$ cat config.mk
export PLATFORM = sky130hd
export DESIGN_NAME = hd44780_ctrl
export DESIGN_NICKNAME = d
export VERILOG_FILES = /design/src/rtl/hd44780_pkg.sv /design/src/rtl/hd44780_init_rom.sv /design/src/rtl/hd44780_ctrl.sv
export SDC_FILE = /design/constraint.sdc
export NUM_CORES = 1
export LEC_CHECK = 0
export CAP_MARGIN = 20
export CORE_MARGIN = 8
export CORE_UTILIZATION = 30
export CTS_BUF_LIST = sky130_fd_sc_hd__clkbuf_4 sky130_fd_sc_hd__clkbuf_8 sky130_fd_sc_hd__clkbuf_16
export DETAILED_ROUTE_END_ITERATION = 10
export SYNTH_ARGS = -nofsm -noshare
export SYNTH_HDL_FRONTEND = slang
export SYNTH_HIERARCHICAL = 1
export SYNTH_SLANG_ARGS = --single-unit
$ cat constraint.sdc
create_clock -name clk -period 2.8 [get_ports clk]
set_input_delay 0.28 -clock clk [delete_from_list [all_inputs] [get_ports clk]]
set_output_delay 0.28 -clock clk [all_outputs]
set_load 0.01 [all_outputs]
$ cat src/rtl/hd44780_pkg.sv
// Shared definitions for the HD44780 character-LCD controller:
// FSM state encodings, init-table delay selectors, instruction bytes
// and the clock-cycle conversion used to derive every bus/exec delay.
package hd44780_pkg;

  // FSM state encodings, kept as fixed 3-bit codes for legacy tooling
  typedef logic [2:0] state_t;
  localparam state_t ST_PWR_WAIT  = 3'd0;
  localparam state_t ST_INIT_LOAD = 3'd1;
  localparam state_t ST_SETUP     = 3'd2;
  localparam state_t ST_EN_HI     = 3'd3;
  localparam state_t ST_HOLD      = 3'd4;
  localparam state_t ST_NIB_GAP   = 3'd5;
  localparam state_t ST_EXEC_WAIT = 3'd6;
  localparam state_t ST_IDLE      = 3'd7;

  // Post-strobe wait selected by an init-table entry
  typedef enum logic [1:0] {
    DLY_EXEC   = 2'd0,
    DLY_LONG   = 2'd1,
    DLY_4100US = 2'd2,
    DLY_100US  = 2'd3
  } dly_sel_t;

  // Instruction bytes
  localparam logic [7:0] INS_CLEAR    = 8'h01;
  localparam logic [7:0] INS_HOME     = 8'h02;
  localparam logic [7:0] INS_FUNC_8B  = 8'h38;
  localparam logic [7:0] INS_FUNC_4B  = 8'h28;
  localparam logic [7:0] INS_DISP_OFF = 8'h08;
  localparam logic [7:0] INS_WAKE_8B  = 8'h30;
  localparam logic [7:0] INS_WAKE_4B  = 8'h20;

  localparam int unsigned INIT_IDX_W = 4;

  // Cycles needed to cover t_ns at clk_hz, rounded up, never below one
  function automatic int unsigned cyc(input longint unsigned clk_hz,
                                      input longint unsigned t_ns);
    longint unsigned c;
    c = (clk_hz * t_ns + 64'd999_999_999) / 64'd1_000_000_000;
    if (c == 64'd0) c = 64'd1;
    return c[31:0];
  endfunction

endpackage

$ cat src/rtl/hd44780_init_rom.sv
// Power-on initialisation table for the HD44780. Maps a step index to
// the byte to send, whether it is a single high-nibble strobe, which
// wait follows it, and whether it is the final step.
module hd44780_init_rom
  import hd44780_pkg::*;
#(
  parameter int unsigned BUS_4BIT   = 0,
  parameter logic [7:0]  ENTRY_MODE = 8'h06,
  parameter logic [7:0]  DISP_CTRL  = 8'h0C
) (
  input  logic [INIT_IDX_W-1:0] idx,
  output logic [7:0]            step_byte,
  output logic                  nibble_only,
  output logic [1:0]            delay_sel,
  output logic                  last
);

  // Table lookup; 4-bit mode starts with four wake-up nibbles
  always_comb begin
    step_byte   = '0;
    nibble_only = 1'b0;
    delay_sel   = DLY_EXEC;
    last        = 1'b0;
    if (BUS_4BIT != 0) begin
      case (idx)
        4'd0: begin step_byte = INS_WAKE_8B; nibble_only = 1'b1; delay_sel = DLY_4100US; end
        4'd1: begin step_byte = INS_WAKE_8B; nibble_only = 1'b1; delay_sel = DLY_100US;  end
        4'd2: begin step_byte = INS_WAKE_8B; nibble_only = 1'b1; end
        4'd3: begin step_byte = INS_WAKE_4B; nibble_only = 1'b1; end
        4'd4: step_byte = INS_FUNC_4B;
        4'd5: step_byte = INS_DISP_OFF;
        4'd6: begin step_byte = INS_CLEAR; delay_sel = DLY_LONG; end
        4'd7: step_byte = ENTRY_MODE;
        4'd8: begin step_byte = DISP_CTRL; last = 1'b1; end
        default: last = 1'b1;
      endcase
    end else begin
      case (idx)
        4'd0: begin step_byte = INS_WAKE_8B; delay_sel = DLY_4100US; end
        4'd1: begin step_byte = INS_WAKE_8B; delay_sel = DLY_100US;  end
        4'd2: step_byte = INS_WAKE_8B;
        4'd3: step_byte = INS_FUNC_8B;
        4'd4: step_byte = INS_DISP_OFF;
        4'd5: begin step_byte = INS_CLEAR; delay_sel = DLY_LONG; end
        4'd6: step_byte = ENTRY_MODE;
        4'd7: begin step_byte = DISP_CTRL; last = 1'b1; end
        default: last = 1'b1;
      endcase
    end
  end

endmodule

$ cat src/rtl/hd44780_ctrl.sv
// HD44780 character-LCD controller. Runs the power-on init sequence in
// 8-bit or 4-bit bus mode, then writes host command/data bytes taken
// over a valid/ready handshake, generating timed RS/EN/DB waveforms and
// waiting out each instruction's execution time.
module hd44780_ctrl
  import hd44780_pkg::*;
#(
  parameter int unsigned CLK_HZ     = 50_000_000,
  parameter int unsigned BUS_4BIT   = 0,
  parameter logic [7:0]  DISP_CTRL  = 8'h0C,
  parameter logic [7:0]  ENTRY_MODE = 8'h06
) (
  input  logic       clk,
  input  logic       rst,
  input  logic       cmd_valid,
  output logic       cmd_ready,
  input  logic       cmd_rs,
  input  logic [7:0] cmd_data,
  input  logic       bl_on,
  output logic       init_done,
  output logic [7:0] lcd_db,
  output logic       lcd_rs,
  output logic       lcd_rw,
  output logic       lcd_en,
  output logic       lcd_blon
);

  localparam int unsigned C_SETUP = cyc(64'(CLK_HZ), 64'd60);
  localparam int unsigned C_EN    = cyc(64'(CLK_HZ), 64'd450);
  localparam int unsigned C_HOLD  = cyc(64'(CLK_HZ), 64'd20);
  localparam int unsigned C_NIB   = cyc(64'(CLK_HZ), 64'd1_000);
  localparam int unsigned C_EXEC  = cyc(64'(CLK_HZ), 64'd40_000);
  localparam int unsigned C_LONG  = cyc(64'(CLK_HZ), 64'd1_640_000);
  localparam int unsigned C_4100  = cyc(64'(CLK_HZ), 64'd4_100_000);
  localparam int unsigned C_100   = cyc(64'(CLK_HZ), 64'd100_000);
  localparam int unsigned C_PWR   = cyc(64'(CLK_HZ), 64'd15_000_000);
  localparam int unsigned CNT_W   = $clog2(C_PWR + 1);

  state_t                  state;
  logic [CNT_W-1:0]        cnt;
  logic [CNT_W-1:0]        exec_load;
  logic [INIT_IDX_W-1:0]   idx;
  logic [7:0]              cur_byte;
  logic                    cur_rs;
  logic                    cur_nib_only;
  dly_sel_t                cur_dsel;
  logic                    cur_last;
  logic                    lo_phase;
  logic                    split_byte;

  logic [7:0]              rom_byte;
  logic                    rom_nib;
  logic [1:0]              rom_dsel;
  logic                    rom_last;

  hd44780_init_rom #(
    .BUS_4BIT  (BUS_4BIT),
    .ENTRY_MODE(ENTRY_MODE),
    .DISP_CTRL (DISP_CTRL)
  ) u_init_rom (
    .idx        (idx),
    .step_byte  (rom_byte),
    .nibble_only(rom_nib),
    .delay_sel  (rom_dsel),
    .last       (rom_last)
  );

  // First strobe of a byte: whole byte in 8-bit mode, high nibble in 4-bit
  function automatic logic [7:0] hi_bus(input logic [7:0] b);
    return (BUS_4BIT != 0) ? {b[7:4], 4'h0} : b;
  endfunction

  assign cmd_ready  = (state == ST_IDLE);
  assign lcd_rw     = 1'b0;
  assign split_byte = (BUS_4BIT != 0) && !cur_nib_only && !lo_phase;

  // Execution wait after the final strobe; clear/home always need the long wait
  always_comb begin
    exec_load = CNT_W'(C_EXEC - 1);
    if (!cur_rs && (cur_byte inside {8'h01, 8'h02, 8'h03})) begin
      exec_load = CNT_W'(C_LONG - 1);
    end else begin
      case (cur_dsel)
        DLY_LONG:   exec_load = CNT_W'(C_LONG - 1);
        DLY_4100US: exec_load = CNT_W'(C_4100 - 1);
        DLY_100US:  exec_load = CNT_W'(C_100 - 1);
        default:    exec_load = CNT_W'(C_EXEC - 1);
      endcase
    end
  end

  // Backlight request, registered straight through
  always_ff @(posedge clk) begin
    if (rst) lcd_blon <= 1'b0;
    else     lcd_blon <= bl_on;
  end

  // Sequencer: power wait, init table walk, strobe timing, host writes.
  // Each timed state loads cnt with (length-1) and leaves when it hits 0;
  // a host write loads one extra SETUP cycle so the bus settles a full
  // SETUP period after the cycle it is first registered.
  always_ff @(posedge clk) begin
    if (rst) begin
      state        <= ST_PWR_WAIT;
      cnt          <= CNT_W'(C_PWR - 1);
      idx          <= '0;
      init_done    <= 1'b0;
      lcd_en       <= 1'b0;
      lcd_rs       <= 1'b0;
      lcd_db       <= '0;
      cur_byte     <= '0;
      cur_rs       <= 1'b0;
      cur_nib_only <= 1'b0;
      cur_dsel     <= DLY_EXEC;
      cur_last     <= 1'b0;
      lo_phase     <= 1'b0;
    end else begin
      case (state)
        ST_PWR_WAIT: begin
          if (cnt == '0) state <= ST_INIT_LOAD;
          else           cnt   <= cnt - 1'b1;
        end
        ST_INIT_LOAD: begin
          cur_byte     <= rom_byte;
          cur_rs       <= 1'b0;
          cur_nib_only <= rom_nib;
          cur_dsel     <= dly_sel_t'(rom_dsel);
          cur_last     <= rom_last;
          lo_phase     <= 1'b0;
          lcd_rs       <= 1'b0;
          lcd_db       <= hi_bus(rom_byte);
          cnt          <= CNT_W'(C_SETUP - 1);
          state        <= ST_SETUP;
        end
        ST_SETUP: begin
          if (cnt == '0) begin
            lcd_en <= 1'b1;
            cnt    <= CNT_W'(C_EN - 1);
            state  <= ST_EN_HI;
          end else begin
            cnt <= cnt - 1'b1;
          end
        end
        ST_EN_HI: begin
          if (cnt == '0) begin
            lcd_en <= 1'b0;
            cnt    <= CNT_W'(C_HOLD - 1);
            state  <= ST_HOLD;
          end else begin
            cnt <= cnt - 1'b1;
          end
        end
        ST_HOLD: begin
          if (cnt == '0) begin
            if (split_byte) begin
              cnt   <= CNT_W'(C_NIB - 1);
              state <= ST_NIB_GAP;
            end else begin
              cnt   <= exec_load;
              state <= ST_EXEC_WAIT;
            end
          end else begin
            cnt <= cnt - 1'b1;
          end
        end
        ST_NIB_GAP: begin
          if (cnt == '0) begin
            lo_phase <= 1'b1;
            lcd_db   <= {cur_byte[3:0], 4'h0};
            cnt      <= CNT_W'(C_SETUP - 1);
            state    <= ST_SETUP;
          end else begin
            cnt <= cnt - 1'b1;
          end
        end
        ST_EXEC_WAIT: begin
          if (cnt == '0) begin
            if (init_done) begin
              state <= ST_IDLE;
            end else if (cur_last) begin
              init_done <= 1'b1;
              state     <= ST_IDLE;
            end else begin
              idx   <= idx + 1'b1;
              state <= ST_INIT_LOAD;
            end
          end else begin
            cnt <= cnt - 1'b1;
          end
        end
        ST_IDLE: begin
          if (cmd_valid) begin
            cur_byte     <= cmd_data;
            cur_rs       <= cmd_rs;
            cur_nib_only <= 1'b0;
            cur_dsel     <= DLY_EXEC;
            cur_last     <= 1'b0;
            lo_phase     <= 1'b0;
            lcd_rs       <= cmd_rs;
            lcd_db       <= hi_bus(cmd_data);
            cnt          <= CNT_W'(C_SETUP);
            state        <= ST_SETUP;
          end
        end
        default: begin
          lcd_en <= 1'b0;
          cnt    <= CNT_W'(C_PWR - 1);
          state  <= ST_PWR_WAIT;
        end
      endcase
    end
  end

endmodule

======== After elaboration in Yosys (flattened, before gate mapping) ========
Cells that the tools add are included.
storage, ports and cells
  register bits ........................... 50
  input bits .............................. 13
  word-level logic and storage cells ...... 99
operators by class
  add/subtract/negate cells ............... 2
  equal/unequal tests ..................... 28
  multiplexer cells ....................... 37
  bitwise logic cells ..................... 2
  reduce and logical (&&, ||, !) cells .... 19
operator list
  operator               count
  $mux 20                7
  $pmux 20 s7            1
  $pmux 18 s3            1
  $pmux 6 s6             1
  $mux 3                 9
  $pmux 3 s8             1
  $pmux 8 s3             1
  $logic_not 20->1       1
  $sub 20x1->20 const B  1
  $eq 4x3->1 const B     4
  $eq 8x2->1 const B     2
  $mux 8                 2
  $ne 2x2->1 const B     8
  $pmux 8 s2             1
  $eq 3x3->1 const B     4
  $eq 4x2->1 const B     2
  $eq 8x1->1 const B     1
  $mux 1                 7
  $reduce_and 7->1       1
  $reduce_or 7->1        1
  $eq 3x2->1 const B     2
  $pmux 1 s2             3
  $pmux 2 s3             1
  $reduce_and 2->1       3
  18 further kinds       23

======== Logic depth before layout (Yosys ltp) ========
  depth in word-level cells ............... 6
  mapped depth ............................ 10
  mapped depth without buffers ............ 8

======== Modules after synthesis ========
The synthesis kept the hierarchy.
modules (own cells, without submodules)
  module            times used  cells each  area each (um^2)  sequential area each (um^2)
  hd44780_ctrl      1           398         3103.0            1001.0
  hd44780_init_rom  1           15          101.3             0.0

======== Least setup slack after synthesis ========
OpenSTA, ideal clock, no wires.
  path type ............................... register to register
  from .................................... register cnt[0]
  to ...................................... register cnt[19]
  arrival time ............................ 2.272 ns
  required time ........................... 2.680 ns
  slack ................................... 0.408 ns
  cell stages (with the launch flop) ...... 10
  path buffers ............................ 1
  cells stage by stage .................... dfxtp_1 inv_1 ha_1 nor3b_1 nand2_1 buf_2 nor3_1 a211oi_1 o21ai_0 a211o_1
between the ends
  longest elaborated chain between the ends .. 3
  elaborated cells on any way between the ends .. 10
RTL lines
  what                                                      RTL line                                  text
  start: declaration                                        hd44780_ctrl.sv:40                        logic [CNT_W-1:0] cnt;
  start signal: assignment                                  hd44780_ctrl.sv:105                       cnt <= CNT_W'(C_PWR - 1);
  start signal: assignment                                  hd44780_ctrl.sv:121                       else cnt <= cnt - 1'b1;
  start signal: assignment                                  hd44780_ctrl.sv:132                       cnt <= CNT_W'(C_SETUP - 1);
  $sub 20x1->20 / $logic_not 20->1 (equally long branches)  n/a
  $mux 20 (tied with other cells)                           hd44780_ctrl.sv:120, hd44780_ctrl.sv:177
  $pmux 20 s7 / $reduce_and 2->1 (equally long branches)    n/a
Parallel ways exist; a longest one is shown, timed or not. The select of a mux whose other input is x is not followed.
A chain may end at the register's enable or synchronous reset.

======== Worst setup path after layout ========
  from .................................... register cnt[15]
  to ...................................... register cnt[0]
between the ends
  longest elaborated chain between the ends .. 3
  elaborated cells on any way between the ends .. 8
RTL lines
  what                                                    RTL line             text
  $logic_not 20->1 (*)                                    n/a
  $mux 20 (tied with other cells)                         hd44780_ctrl.sv:167  if (cnt == '0) begin
  $pmux 20 s7 / $reduce_and 2->1 (equally long branches)  n/a
Mark *: on every way between the ends. The rest lies on a longest branch, timed or not.

==> key figures <==
Floorplan
  • Standard-cell rows: 37
  • Full die area: 14200 um^2
  • Core Region: 10300 um^2
  • Starting density of the core: 31.0%
  • Die width: 119 um
  • Die Y-Extent: 119 um
  • I/O pins: 27

Timing
  • Max-Slew Margin vs Limit: 59.4%
  • Transition time at the pin with the least slew margin: 609 ps
  • Crit path time final: 2590 ps
  • RSZ-0062 raised after global routing: false
  • Count of endpoints failing setup in the final report: 0
  • Final setup TNS: 0 ps
  • Final-report max-slew violation count: 0
  • Worst hold slack: 469 ps
  • Share of the clock period used by the worst path: 92.4%
  • Final WS setup: 213 ps
  • Achievable frequency: 387 MHz
  • Largest clock skew in the final design: 13.3 ps
  • Number of endpoints with negative hold slack in the final report: 0

Worst setup path
  • Type of origin of the critical path: flop
  • Arrival time reported for the critical path endpoint: 2790 ps
  • Crit path required time: 3000 ps
  • Type of element capturing the critical path: flop
  • Crit path cell chain: or4_4 -> nand4b_4 -> or3_4 -> a21oi_2 -> a211oi_1 -> or4_1
  • Category of cells accounting for the largest share of critical-path delay: simple AND/OR/NAND/NOR gates
  • Worst r2r path cells: 6
  • Longest individual stage delay on the worst path: 580 ps
  • Classification of the worst setup path: flop to flop
  • Count of buffer and inverter cells on the critical path: 0
  • Peak fanout along the critical path: 13
  • Number of stages on the worst setup path: 6
  • Slowest cell on the critical path: or4_4

Cells and area
  • Number of antenna repair diodes: 0
  • Area overhead of the layout relative to synthesis: 16.5%
  • Share of cells above drive strength 1: 9.63%
  • Layout net count: 455
  • Non-filler instance count after layout: 572

Clock tree
  • Clock tree from TritonCTS: built
  • Buffer depth of the longest clock path: 2
  • Master cell of the clock root buffer: clkbuf_8
  • # Post-CTS Setup Buffers: 0
  • Resized cells post-CTS: 0
  • Source-to-sink clock delay at the later pin of the worst-skew pair: 320 ps
  • CTS H-Tree Depth: 2
  • Register clock-pin slew on the reported worst setup and hold paths: 110 ps
  • Clk sinks: 50
  • Inserted Clock Buffers: 5
  • Number of buffers inserted for hold repair after clock tree synthesis: 0

Yosys
  • Synth warnings: 6
  • Synthesized area divided by synthesized cell count: 7.76 um^2
  • Post-Syn Area: 3200 um^2
  • Instance count of the mapped netlist: 412

Power and ir drop
  • Clk network pwr share: 37.8%
  • Static leakage power: 1.29 nW
  • Cell Int Power: 0.933 mW
  • Peak supply drop: 0.000176 V
  • NetSw: 0.324 mW
  • Power per Cell Area: 337 nW/um^2
  • Switching share of power: 25.8%
  • Part of the power in registers: 57.3%
  • Share of total power in combinational logic: 4.9%

Global route
  • Total overflow reported by the global router: 0
  • Number of global-route vias before repair: 3093
  • Initial antenna violation count: 0
  • Maximum number of pins on one net before global-route repair: 32
  • First-pass GRT wire length: 15.7 mm
  • Gr usage total: 13.4%

Min path
  • Hold Path Class: flop to flop
  • Number of instances on the worst hold path: 2

Place
  • Number of buffers inserted by port buffering: 25
  • Worst slack at placement: 230 ps
  • Post-Place Cells: 564
  • Total half-perimeter wirelength after legalization and detailed placement: 7.22 mm
  • Routability congestion estimate: 0.928

Job
  • Max_cap viols: 0

Routing
  • Detailed Routing Iterations Pass 1: 5
  • Number of nets with antenna violations after routing: 0
  • Final routed wirelength across all metal layers: 9.76 mm
  • Remaining DRCs: 0
  • Number of vias per cell after detailed routing: 5.63
  • Starting DRC count in detailed routing: 256
  • Average wire length per cell after detail routing: 17.1 um
  • Total number of vias: 3221

Outcome
  • Result of the run: finished, final reports clean
## path summary, 6_finish.rpt
check         endpoint  slack, ps       from
min          lcd_db[5]        470  lcd_db[5]
max reg2reg     cnt[0]        210    cnt[15]
max             cnt[0]        210    cnt[15]
min reg2reg  lcd_db[5]        470  lcd_db[5]
## flip-flops by register name, summed over array words and instances, names as in the netlist
register,count
init_done,1
lcd_en,1
cur_dsel,2
state,3
lcd_blon,1
idx,4
lcd_db,8
cnt,20
cur_last,1
cur_byte,8
cur_rs,1
## power groups by stage
stage	sequential (mW)	combinational, mW	clock (mW)
after global routing	0.721	0.0681	0.519
after floorplan	0.736	0.0295	0
after detailed placement	0.736	0.0613	0
final	0.720	0.0620	0.474
after CTS	0.720	0.0615	0.488
after global placement	0.736	0.0612	0
## per-stage QoR
| step | cell area, um^2 | utilization (%) | power (mW) |
|---|---|---|---|
| final | 3720 | 36.1 | 1.26 |
| after global routing | 3720 | 36.1 | 1.31 |
| after CTS | 3720 | 36.0 | 1.27 |
| after detailed placement | 3620 | 35.1 | 0.798 |
| after global placement | 3620 | 35.1 | 0.798 |
| after floorplan | 3200 | - | 0.766 |
## cell type report
type / instances / area (um^2)
Fill cell: 1064 / 6600
Sequential cell: 50 / 1000
Inverter: 11 / 41.3
Tap cell: 136 / 170
Timing Repair Buffer: 44 / 393
Clock inverter: 3 / 28.8
Clock buffer: 5 / 68.8
Multi-Input combinational cell: 323 / 2020
## routing by layer
metal	vias up	GRT usage, %	wire, um
met5	-	0	0
met4	0	4.98	194
met3	15	2.36	637
met2	107	21.7	4420
met1	1537	17.4	4510
li1	1562	-	-
## worst reg2reg max path, delay by kind of cell (launching register included)
kind	cells	cell delay, ps
AOI/OAI and AO/OA	2	190
DFF	1	370
and+or+nand+nor	4	1910
## cell usage in the layout (no fill, tap or decap), types with 4 or more instances in the layout
master and count:
dfxtp_1 50, buf_4 19, o31ai_1 4, a22oi_1 4, nand3_1 10, o21ai_0 17, inv_1 10, nor2b_1 6
xor2_1 6, a31oi_1 6, clkbuf_8 5, ha_1 7, o211ai_1 4, nand2b_1 5, nand2_1 54, nand3b_1 4
clkdlybuf4s50_1 25, a21oi_1 37, a311oi_1 5, mux2i_1 5, nor2_1 45, nor3_1 11, nor4_1 6, a211o_1 9
No activity file was read; power rests on OpenSTA's default activity.
